$ cat src/rtl/cpu_prog_loader.sv
// Streams 32-bit words into CPU instruction/data memory at auto-incrementing addresses, then releases the CPU and waits for done.
// Optional run-phase watchdog (adds the timeout port): define CPU_PROG_LOADER_WATCHDOG_EN.
module cpu_prog_loader #(
   parameter int ADDR_W         = 10,
   parameter int MEM_DEPTH      = 1024,
   parameter int HOLD_CYCLES    = 2,
   parameter int TIMEOUT_CYCLES = 4096
) (
   input  logic              clk,
   input  logic              rst,
   input  logic              start,
   input  logic              in_valid,
   output logic              in_ready,
   input  logic [31:0]       in_data,
   input  logic              in_is_data,
   input  logic              in_last,
   output logic              cpu_rst,
   output logic [31:0]       inst_data,
   output logic [ADDR_W-1:0] address,
   output logic              write_instruction,
   output logic              write_data,
   input  logic              cpu_done,
   output logic              busy,
   output logic              load_done,
   output logic              ovf_err,
`ifdef CPU_PROG_LOADER_WATCHDOG_EN
   output logic              timeout,
`endif
   output logic [ADDR_W:0]   iword_cnt,
   output logic [ADDR_W:0]   dword_cnt
);
   localparam int CNT_W = ADDR_W + 1;
   localparam int HW    = (HOLD_CYCLES > 1) ? $clog2(HOLD_CYCLES) : 1;

   if (HOLD_CYCLES < 1 || TIMEOUT_CYCLES < 1) begin : g_param_check
      $error("cpu_prog_loader: HOLD_CYCLES and TIMEOUT_CYCLES must be at least 1");
   end

   typedef enum logic [2:0] {IDLE, LOAD, WRITE, RUN, DONE} state_t;

   state_t            state, next;
   logic [HW-1:0]     hold_cnt;
   logic [ADDR_W-1:0] addr_q;
   logic              wr_is_data, wr_last, wr_ovf;
   logic [CNT_W-1:0]  sel_cnt;
   logic              sel_ovf, hs, hold_end, sess_start;

   assign sel_cnt    = in_is_data ? dword_cnt : iword_cnt;
   assign sel_ovf    = (sel_cnt >= CNT_W'(MEM_DEPTH));
   assign hs         = (state == LOAD) && in_valid;
   assign hold_end   = (state == WRITE) && (hold_cnt == HW'(HOLD_CYCLES - 1));
   assign sess_start = start && ((state == IDLE) || (state == DONE));

`ifdef CPU_PROG_LOADER_WATCHDOG_EN
   localparam int RW = $clog2(TIMEOUT_CYCLES + 1);
   logic [RW-1:0] run_cnt;
   logic          run_to;
   assign run_to = (run_cnt == RW'(TIMEOUT_CYCLES - 1));
`endif

   always_ff @(posedge clk) begin
      if (rst) state <= IDLE;
      else     state <= next;
   end

   always_comb begin
      next              = state;
      in_ready          = 1'b0;
      cpu_rst           = 1'b1;
      busy              = 1'b0;
      write_instruction = 1'b0;
      write_data        = 1'b0;
      address           = addr_q;
      case (state)
         IDLE: if (start) next = LOAD;
         LOAD: begin
            in_ready = 1'b1;
            busy     = 1'b1;
            address  = sel_cnt[ADDR_W-1:0];
            if (in_valid) next = WRITE;
         end
         WRITE: begin
            busy              = 1'b1;
            write_instruction = !wr_ovf && !wr_is_data;
            write_data        = !wr_ovf && wr_is_data;
            if (hold_end) next = wr_last ? RUN : LOAD;
         end
         RUN: begin
            busy    = 1'b1;
            cpu_rst = 1'b0;
            if (cpu_done) next = DONE;
`ifdef CPU_PROG_LOADER_WATCHDOG_EN
            else if (run_to) next = DONE;
`endif
         end
         DONE: begin
            // CPU stays out of reset so its registers remain observable, unless the watchdog fired.
`ifdef CPU_PROG_LOADER_WATCHDOG_EN
            cpu_rst = timeout;
`else
            cpu_rst = 1'b0;
`endif
            if (start) next = LOAD;
         end
         default: next = IDLE;
      endcase
   end

   always_ff @(posedge clk) begin
      if (rst) begin
         hold_cnt   <= '0;
         addr_q     <= '0;
         inst_data  <= '0;
         wr_is_data <= 1'b0;
         wr_last    <= 1'b0;
         wr_ovf     <= 1'b0;
         iword_cnt  <= '0;
         dword_cnt  <= '0;
         load_done  <= 1'b0;
         ovf_err    <= 1'b0;
`ifdef CPU_PROG_LOADER_WATCHDOG_EN
         run_cnt    <= '0;
         timeout    <= 1'b0;
`endif
      end else begin
         if (sess_start) begin
            iword_cnt <= '0;
            dword_cnt <= '0;
            load_done <= 1'b0;
            ovf_err   <= 1'b0;
`ifdef CPU_PROG_LOADER_WATCHDOG_EN
            timeout   <= 1'b0;
`endif
         end
         if (hs) begin
            inst_data  <= in_data;
            addr_q     <= sel_cnt[ADDR_W-1:0];
            wr_is_data <= in_is_data;
            wr_last    <= in_last;
            wr_ovf     <= sel_ovf;
            hold_cnt   <= '0;
            if (sel_ovf) ovf_err <= 1'b1;
         end
         if (state == WRITE) begin
            hold_cnt <= hold_cnt + HW'(1);
            // An overflowed word still occupies the write slot but never advances its count.
            if (hold_end && !wr_ovf) begin
               if (wr_is_data) dword_cnt <= dword_cnt + CNT_W'(1);
               else            iword_cnt <= iword_cnt + CNT_W'(1);
            end
         end
         if (state == RUN && cpu_done) load_done <= 1'b1;
`ifdef CPU_PROG_LOADER_WATCHDOG_EN
         if (state == RUN) run_cnt <= run_cnt + RW'(1);
         else              run_cnt <= '0;
         if (state == RUN && !cpu_done && run_to) timeout <= 1'b1;
`endif
      end
   end
endmodule

$ cat config.mk
export PLATFORM = sky130hd
export DESIGN_NAME = cpu_prog_loader
export DESIGN_NICKNAME = d
export VERILOG_FILES = /design/src/rtl/cpu_prog_loader.sv
export SDC_FILE = /design/constraint.sdc
export NUM_CORES = 1
export LEC_CHECK = 0
export CORE_ASPECT_RATIO = 1.75
export CORE_MARGIN = 3
export CORE_UTILIZATION = 49
export DETAILED_ROUTE_END_ITERATION = 8
export PLACE_DENSITY = 0.83
export SLEW_MARGIN = 40
export SYNTH_ARGS = -nofsm -noshare
export SYNTH_HDL_FRONTEND = slang
export SYNTH_SLANG_ARGS = --single-unit
$ cat constraint.sdc
create_clock -name clk -period 4 [get_ports clk]
set_input_delay 0.8 -clock clk [delete_from_list [all_inputs] [get_ports clk]]
set_output_delay 0.8 -clock clk [all_outputs]
set_load 0.01 [all_outputs]
==> flow_metrics.py, run 1 <==
metrics = {
    "synthesis": {
        "synth_area_leaders": "dfxtp_1 44%, nand2_1 11%, a21oi_1 9.0%, nor2_1 4.2%, mux2i_1 3.3%",
        "seq_area_frac_synth": 0.440,
        "synth_seq_cells": 73,
        "synth_top_area_frac": 0.440,
        "syn_area_per_cell_um2": 8.08,
        "synth_nets": 452,
        "syn-cell-area_mm2": 0.00332,
        "async_reset_ff_frac": 0,
        "post_synth_most_frequent_cells": "95 x nand2_1, 73 x dfxtp_1, 60 x a21oi_1",
        "synth_edf_count": 0,
        "synth_most_common_cell": "nand2_1",
        "netlist_instances": 411,
        "post-synth-top-area-cell": "dfxtp_1",
        "ys.flop_type": "dfxtp_1",
        "yosysWarnings": 0,
        "ys_types": 49,
    },
    "die": {
        "start_util": 0.508,
        "fp.dieH_um": 115,
        "dieWidth_um": 68.2,
        "core-area_mm2": 0.00654,
        "io_pins": 110,
        "num_rows": 39,
        "die_area_mm2": 0.00784,
    },
    "global_routing": {
        "grt_pass1_wl_um": 14600,
        "antenna_found_initial": 0,
        "grt_pass1_vias": 3023,
        "grt_max_degree": 44,
        "grtUsageTotal": 0.244,
        "grt_overflow": 0,
    },
    "sta": {
        "skew_ns": 0.00713,
        "worst-slew-pin-transition_ns": 0.788,
        "setup_violations": 0,
        "finalCriticalPeriod_ns": 3.26,
        "rsz0062_at_grt": "false",
        "period_share": 0.814,
        "hold_ws_ns": 0.451,
        "maxSlewViolCount": 0,
        "timing.slew.headroom": 0.475,
        "setup_tns_ns": 0,
        "finalHoldViolations": 0,
        "fmax_ghz": 0.307,
    },
    "cts": {
        "cts_resized": 0,
        "cts_hold_buf": 0,
        "clk_pin_slew_ns": 0.05,
        "clk_latency_ns": 0.33,
        "post_cts_buffers": 0,
        "cts_root_buffer": "clkbuf_16",
        "clkSinkCount": 73,
        "clockBufferDepth": 2,
        "cts_tree": "built",
        "cts_made_buffers": 9,
        "htreeDepth": 3,
    },
    "routing": {
        "drtIter0Drc": 183,
        "remaining_drc_errors": 0,
        "drtAntennaViolNets": 0,
        "drt_wl_total_um": 9230,
        "drt-pass1-iter-count": 4,
        "via_per_inst": 5.48,
        "avgRoutedWirePerCell_um": 15.7,
        "vias": 3234,
    },
    "place": {
        "place_congestion": 0.913,
        "port_buffers": 109,
        "post-dp-hpwl_um": 6410,
    },
    "setup_path": {
        "cp_max_fo": 18,
        "startpoint_type": "flop",
        "cp_data_arrival_time_ns": 2.46,
        "worst_ep_required_time_ns": 3.20,
        "criticalPathCategory": "flop to output port",
        "critPathCaptureType": "output port",
    },
    "power": {
        "powerDensity_mw_per_mm2": 518,
        "ir_worst_vdd_mv": 0.382,
        "p_leak_uw": 0.00161,
        "power.total_uw": 2430,
    },
    "worst_hold_path": {
        "hp-class": "flop to flop",
    },
    "cells_and_area": {
        "fillCellCount": 514,
        "final_core_util": 0.716,
        "layout-drive-gt1-share": 0.0768,
        "multi_input_area_mm2": 0.00172,
        "nets": 545,
        "syn2layout_area_growth_pct": 41.1,
        "antenna_cells": 0,
        "area.sequential_mm2": 0.00146,
    },
    "run_status": {
        "status": "completed",
    },
    "flow_run": {
        "maxCapViolCount": 0,
    },
}
## state kept, by name, summed over array words and instances (netlist names), 3 cells and up
name and cells:
addr_q 10, dword_cnt 11, inst_data 32, iword_cnt 11, state 3
## through the flow
stage / worst slack [ns] / area [um^2] / cells
after CTS: 0.734 / 4680 / 590
after global routing: 0.560 / 4680 / 590
after floorplan: 1.57 / 3320 / 411
final: 0.743 / 4680 / 590
after detailed placement: 0.800 / 4400 / 575
after global placement: 0.809 / 4390 / 575
## worst paths after layout
| path | from | endpoint | slack (ns) | cells past startpoint |
|---|---|---|---|---|
| max | state[1] | write_data | 0.74 | 3 |
| min | inst_data[27] | inst_data[27] | 0.45 | 2 |
| max reg2reg | state[0] | inst_data[1] | 1.50 | 6 |
| min reg2reg | inst_data[27] | inst_data[27] | 0.45 | 2 |
## cell usage in the layout, fill, tap and decap left out, drive strengths merged, types with 2 or more instances in the layout
cell type	synthesis	layout
mux2	8	8
nand3b	5	5
mux2i	11	11
nand3	9	9
dfxtp	73	73
nor3b	7	7
nand2	95	95
a21oi	60	60
buf	13	5
or4	2	2
clkbuf	18	13
and2	2	2
o211ai	2	2
a31o	3	3
ha	2	2
nor4bb	2	2
nor3	10	10
a31oi	2	2
nand4	5	5
nand2b	2	2
xor2	2	2
a211oi	14	14
clkdlybuf4s50	0	108
nand4b	2	2
and4	3	3
nor2	38	38
or3b	3	3
a21o	3	3
nor4	3	3
## routing by layer
metal	track usage	part of all wire	up-vias
met5	0	0	-
met4	0.101	0.016	0
met3	0.0508	0.066	12
met2	0.420	0.53	126
met1	0.285	0.39	1484
li1	-	-	1612
## worst max-delay path, cell delays in order (launching register included)
cell             delay, ns
dfxtp_1               0.57
or3b_1                0.70
nor3b_1               0.29
clkdlybuf4s50_1       0.57
## cell type report
cell class	count	area share
multi-input cells	306	0.367
flip-flops and latches	73	0.312
repair buffers	113	0.238
clock buffers	13	0.0577
well taps	82	0.0219
clock inverters	2	0.00267
inverters	1	0.000801
## kinds of logic (layout without fill, tap and decap cells)
kind of cell    Yosys count  after routing  share of synthesized area
compound gates           91             91                      0.163
buf+inv                  32            129                     0.0449
flops                    73             73                      0.440
mux                      19             19                     0.0603
xor+xnor                  2              2                    0.00528
simple gates            192            192                      0.279
fa+ha+maj                 2              2                    0.00754
## report_power, final
part | internal [uW] | switching (uW)
Combinational | 386 | 414
Clock | 466 | 280
Sequential | 808 | 73.6
Total | 1660 | 768
No activity file was read; power rests on OpenSTA's default activity.
==> run 2, diff against run 1 <==
--- a/config.mk
+++ b/config.mk
@@ -7,9 +7,9 @@
 export LEC_CHECK = 0
 export CORE_ASPECT_RATIO = 1.75
 export CORE_MARGIN = 3
-export CORE_UTILIZATION = 49
+export CORE_UTILIZATION = 41
 export DETAILED_ROUTE_END_ITERATION = 8
-export PLACE_DENSITY = 0.83
+export PLACE_DENSITY = 0.74
 export SLEW_MARGIN = 40
 export SYNTH_ARGS = -nofsm -noshare
 export SYNTH_HDL_FRONTEND = slang
==> constraint.sdc (replaced) <==
create_clock -name clk -period 2.85 [get_ports clk]
set_input_delay 0.57 -clock clk [delete_from_list [all_inputs] [get_ports clk]]
set_output_delay 0.57 -clock clk [all_outputs]
set_load 0.01 [all_outputs]
==> run 2 against run 1 <==
Total power increased by 42%. Register-to-register slack got worse by 0.64 ns. Worst setup slack lost 0.58 ns. Global-route usage down 3.2 points. Sequential share of layout area down 0.56 points. Die area is 18% higher. Combinational power grew 49%. Clock power increased by 41%. Cell count rose by 2.2%. Largest cell class unchanged. Via count increased by 2.7%. First-iteration DRC count down 15%. Critical endpoint is now address[2]. Highest routed layer unchanged.
==> flow_metrics.py, run 2 (synthesis results as in run 1) <==
metrics = {
    "run_status": {
        "status": "completed",
    },
    "routing": {
        "drtIter0Drc": 155,
        "drt-pass1-iter-count": 4,
        "drt_wl_total_um": 9510,
        "remaining_drc_errors": 0,
        "via_per_inst": 5.51,
        "drtAntennaViolNets": 0,
        "vias": 3320,
        "avgRoutedWirePerCell_um": 15.8,
    },
    "place": {
        "pre_cts_slack_ns": 0.169,
        "placedCellCount": 588,
        "port_buffers": 109,
        "place_congestion": 0.842,
        "post-dp-hpwl_um": 6940,
    },
    "power": {
        "combPwrFrac": 0.344,
        "p_leak_uw": 0.00166,
        "powerDensity_mw_per_mm2": 723,
        "seq_power_share": 0.351,
        "ir_worst_vdd_mv": 0.443,
        "switching_share": 0.314,
        "intPower_uw": 2370,
        "p_clk_frac": 0.305,
        "switchingPower_uw": 1080,
    },
    "setup_path": {
        "cp_max_fo": 12,
        "criticalPathCategory": "input port to output port",
        "cp_data_arrival_time_ns": 2.12,
        "worst_ep_required_time_ns": 2.28,
        "critPathCaptureType": "output port",
        "startpoint_type": "input port",
    },
    "sta": {
        "fmax_ghz": 0.372,
        "finalHoldViolations": 0,
        "period_share": 0.943,
        "setup_tns_ns": 0,
        "hold_ws_ns": 0.451,
        "skew_ns": 0.00418,
        "maxSlewViolCount": 0,
        "rsz0062_at_grt": "false",
        "setup_ws_ns": 0.163,
        "timing.slew.headroom": 0.549,
        "setup_violations": 0,
        "worst-slew-pin-transition_ns": 0.677,
        "finalCriticalPeriod_ns": 2.69,
    },
    "cts": {
        "htreeDepth": 3,
        "clk_pin_slew_ns": 0.05,
        "clk_latency_ns": 0.33,
        "clockBufferDepth": 2,
        "cts_root_buffer": "clkbuf_16",
        "cts_made_buffers": 9,
        "cts_tree": "built",
        "clkSinkCount": 73,
    },
    "flow_run": {
        "maxCapViolCount": 0,
    },
    "die": {
        "io_pins": 110,
        "dieWidth_um": 74.0,
        "fp.dieH_um": 125,
        "num_rows": 42,
        "core-area_mm2": 0.00772,
        "start_util": 0.430,
        "die_area_mm2": 0.00925,
    },
    "global_routing": {
        "grtUsageTotal": 0.211,
        "grt_overflow": 0,
        "grt_max_degree": 42,
        "antenna_found_initial": 0,
        "grt_pass1_wl_um": 15400,
        "grt_pass1_vias": 3173,
    },
    "cells_and_area": {
        "largest_register_ff_count": 32,
        "nets": 552,
        "fin_cells": 603,
        "fillCellCount": 691,
        "layout-drive-gt1-share": 0.0893,
        "antenna_cells": 0,
        "final_common_cell": "clkdlybuf4s50_1",
        "syn2layout_area_growth_pct": 43.8,
        "biggestRegsByFlops": "inst_data: 32 flops, dword_cnt: 11 flops, iword_cnt: 11 flops",
        "regMostFlops": "inst_data",
        "final_cell_mix": "108 x clkdlybuf4s50_1, 95 x nand2_1, 72 x dfxtp_1",
        "final_core_util": 0.618,
    },
    "worst_hold_path": {
        "hp-class": "flop to flop",
    },
}
## run 2: changes by cell type in the layout (fill, tap and decap cells not counted), sizes merged
cell and change:
buf +7, clkinv +2, clkbuf -1, clkinvlp -1
## run 2: worst paths after layout
| kind | start | to | slack [ns] | depth (start not counted) |
|---|---|---|---|---|
| hold / removal | inst_data[17] | inst_data[17] | 0.45 | 2 |
| hold reg to reg | inst_data[17] | inst_data[17] | 0.45 | 2 |
| setup reg to reg | state[1] | iword_cnt[9] | 0.86 | 5 |
| setup / recovery | in_is_data | address[2] | 0.16 | 5 |
## run 2: power groups by stage
stage,clock (uW),combinational [uW],sequential (uW)
after floorplan,0,654,1230
after CTS,1070,1200,1210
after global routing,1120,1300,1230
after global placement,0,1180,1220
final,1050,1190,1210
after detailed placement,0,1190,1230
## run 2: stage by stage
stage / instance area (um^2) / power (uW)
5_1_grt: 4770 / 3640
2_1_floorplan: 3320 / 1890
3_3_place_gp: 4490 / 2400
6_report: 4770 / 3450
4_1_cts: 4770 / 3480
3_5_place_dp: 4490 / 2430
## run 2: metal layers
| metal | part of all wire | track usage | vias to the layer above |
|---|---|---|---|
| met5 | 0 | 0 | - |
| met4 | 0.031 | 0.0875 | 0 |
| met3 | 0.068 | 0.0594 | 21 |
| met2 | 0.51 | 0.363 | 118 |
| met1 | 0.39 | 0.238 | 1547 |
| li1 | - | - | 1634 |
## run 2: what timing repair did
item,CTS,global route
resized for setup,0,1
setup endpoints to repair,0,1
hold buffers,0,0
buffers inserted,0,0
## run 2: layout make-up
| cell class | instances | area [um^2] | share of cell area |
|---|---|---|---|
| Clock inverter | 3 | 15.0 | 0.00314 |
| Tap cell | 88 | 110 | 0.0231 |
| Clock buffer | 12 | 267 | 0.0558 |
| Sequential cell | 73 | 1460 | 0.306 |
| Timing Repair Buffer | 120 | 1210 | 0.253 |
| Multi-Input combinational cell | 306 | 1710 | 0.358 |
| Inverter | 1 | 3.75 | 0.000786 |
## run 2: critical path, stage by stage
cell	delay, ns
clkdlybuf4s50_1	0.51
buf_12	0.16
mux2i_1	0.28
a21oi_1	0.10
clkdlybuf4s50_1	0.49
==> run 3, diff against run 2 <==
--- a/config.mk
+++ b/config.mk
@@ -6,11 +6,10 @@
 export NUM_CORES = 1
 export LEC_CHECK = 0
 export CORE_ASPECT_RATIO = 1.75
-export CORE_MARGIN = 3
+export CORE_MARGIN = 2
 export CORE_UTILIZATION = 41
 export DETAILED_ROUTE_END_ITERATION = 8
 export PLACE_DENSITY = 0.74
-export SLEW_MARGIN = 40
 export SYNTH_ARGS = -nofsm -noshare
 export SYNTH_HDL_FRONTEND = slang
 export SYNTH_SLANG_ARGS = --single-unit
==> run 3 against run 2 <==
Global-route usage rose by 0.39 points. Critical endpoint is now address[0]. Worst setup slack got worse by 0.0092 ns. Via count is 1.3% lower. Critical path depth stayed put. Register-to-register slack is essentially flat. Combinational power is essentially flat. Clock power is 31% higher. Critical path type unchanged. Die area down 4.3%. Clock skew is 0.0037 ns higher.
==> flow_metrics.py, run 3 (synthesis results as in run 1) <==
metrics = {
    "run_status": {
        "status": "completed",
    },
    "die": {
        "dieWidth_um": 72.0,
        "core-area_mm2": 0.00791,
        "start_util": 0.420,
        "num_rows": 43,
        "fp.dieH_um": 123,
        "io_pins": 110,
        "die_area_mm2": 0.00886,
    },
    "sta": {
        "worst-slew-pin-transition_ns": 0.798,
        "timing.slew.headroom": 0.468,
        "maxSlewViolCount": 0,
        "setup_violations": 0,
        "skew_ns": 0.00793,
        "rsz0062_at_grt": "false",
        "fmax_ghz": 0.371,
        "finalCriticalPeriod_ns": 2.70,
        "setup_tns_ns": 0,
        "finalHoldViolations": 0,
        "period_share": 0.946,
    },
    "setup_path": {
        "cp_data_arrival_time_ns": 2.13,
        "r2r_end": "iword_cnt[9]",
        "critical_path.most_common_cell": "clkdlybuf4s50_1",
        "criticalPathCategory": "input port to output port",
        "startpoint_type": "input port",
        "worst_path_max_delay_cell": "clkdlybuf4s50_1",
        "r2r-start": "state[2]",
        "critical_path.cell_chain": "clkdlybuf4s50_1 > buf_12 > mux2i_1 > a21oi_1 > clkdlybuf4s50_1",
        "r2r_slack_ns": 0.86,
        "r2r_cells": 5,
        "critPathCaptureType": "output port",
        "cp_max_fo": 12,
        "worst_ep_required_time_ns": 2.28,
        "max_stage_delay_ns": 0.57,
    },
    "place": {
        "place_congestion": 0.831,
        "placed_area_mm2": 0.00450,
        "port_buffers": 109,
        "post-dp-hpwl_um": 6800,
    },
    "worst_hold_path": {
        "worstHoldStart": "inst_data[6]",
        "min_path_cells": 2,
        "min_to": "inst_data[6]",
        "hp-class": "flop to flop",
    },
    "cells_and_area": {
        "regMostFlops": "inst_data",
        "fillCellCount": 719,
        "layout-drive-gt1-share": 0.0927,
        "syn2layout_area_growth_pct": 46.6,
        "final_cell_mix": "108 x clkdlybuf4s50_1, 95 x nand2_1, 73 x dfxtp_1",
        "fin_area_mm2": 0.00486,
        "largest_register_ff_count": 32,
        "nets": 554,
        "biggestRegsByFlops": "inst_data: 32 flops, dword_cnt: 11 flops, iword_cnt: 11 flops",
        "antenna_cells": 0,
        "final_common_cell": "clkdlybuf4s50_1",
    },
    "routing": {
        "vias": 3277,
        "drt_wl_total_um": 9480,
        "via_per_inst": 5.39,
        "remaining_drc_errors": 0,
        "drtAntennaViolNets": 0,
        "avgRoutedWirePerCell_um": 15.6,
        "drt-pass1-iter-count": 6,
        "drtIter0Drc": 136,
    },
    "power": {
        "switchingPower_uw": 1120,
        "p_clk_frac": 0.364,
        "intPower_uw": 2670,
        "p_leak_uw": 0.00170,
        "powerDensity_mw_per_mm2": 779,
        "switching_share": 0.296,
        "ir_worst_vdd_mv": 0.356,
        "combPwrFrac": 0.320,
        "seq_power_share": 0.317,
    },
    "cts": {
        "cts_root_buffer": "clkbuf_16",
        "clockBufferDepth": 2,
        "cts_tree": "built",
        "cts_hold_buf": 0,
        "cts_made_buffers": 9,
        "htreeDepth": 3,
        "clk_pin_slew_ns": 0.05,
        "cts_resized": 0,
        "clk_latency_ns": 0.33,
        "post_cts_buffers": 0,
        "clkSinkCount": 73,
    },
    "global_routing": {
        "antenna_found_initial": 0,
        "grt_pass1_wl_um": 14800,
        "grt_overflow": 0,
        "grt_pass1_vias": 3060,
        "grt_max_degree": 44,
        "grtUsageTotal": 0.215,
    },
    "flow_run": {
        "maxCapViolCount": 0,
    },
}
==> run 3: cell types whose count changed in the layout (fill, tap and decap cells not counted) <==
cell	delta
bufinv_16	+4
buf_4	+3
clkbuf_8	-3
clkinv_2	-2
clkinv_4	+2
buf_12	-1
dfxtp_1	+1
dfxtp_2	-1
==> run 3: area by class of cell <==
class / instances / area (um^2) / share of cell area
Multi-Input combinational cell: 306 / 1710 / 0.352
Inverter: 1 / 3.75 / 0.000772
Sequential cell: 73 / 1460 / 0.300
Clock buffer: 9 / 225 / 0.0463
Timing Repair Buffer: 122 / 1210 / 0.248
Tap cell: 90 / 113 / 0.0231
Clock inverter: 7 / 143 / 0.0293
==> run 3: power groups by stage <==
stage | sequential (uW) | combinational [uW] | clock (uW)
2_1_floorplan | 1230 | 654 | 0
3_3_place_gp | 1220 | 1200 | 0
3_5_place_dp | 1220 | 1210 | 0
4_1_cts | 1200 | 1220 | 1400
5_1_grt | 1210 | 1320 | 1450
6_report | 1200 | 1210 | 1380
==> run 3: worst max-delay path by stage <==
stage	depth (start not counted)	start	end
after floorplan	5	state[0]	write_data
after global placement	5	in_is_data	address[0]
after detailed placement	5	in_is_data	address[0]
after CTS	5	in_is_data	address[0]
after global routing	5	in_is_data	address[8]
final	5	in_is_data	address[0]
==> run 3: critical path, delay by kind of cell <==
family          cells  cell delay, ns
buf+inv             3            1.24
compound gates      1            0.21
mux                 1            0.10
==> run 3: metal layers <==
layer / GRT usage / routed length, um / up-vias
li1: - / - / 1639
met1: 0.240 / 3800 / 1521
met2: 0.392 / 5080 / 107
met3: 0.0448 / 448 / 10
met4: 0.0873 / 155 / 0
met5: 0 / 0 / -
==> run 3: through the flow <==
step	instances	util	setup slack [ns]	total power (uW)	hold slack, ns
5_1_grt	608	0.615	0.0761	3980	0.469
4_1_cts	608	0.615	0.150	3820	0.456
2_1_floorplan	411	-	0.871	1890	0.436
3_5_place_dp	592	0.569	0.160	2430	0.448
3_3_place_gp	592	0.569	0.172	2410	0.441
6_report	608	0.615	0.154	3790	0.453
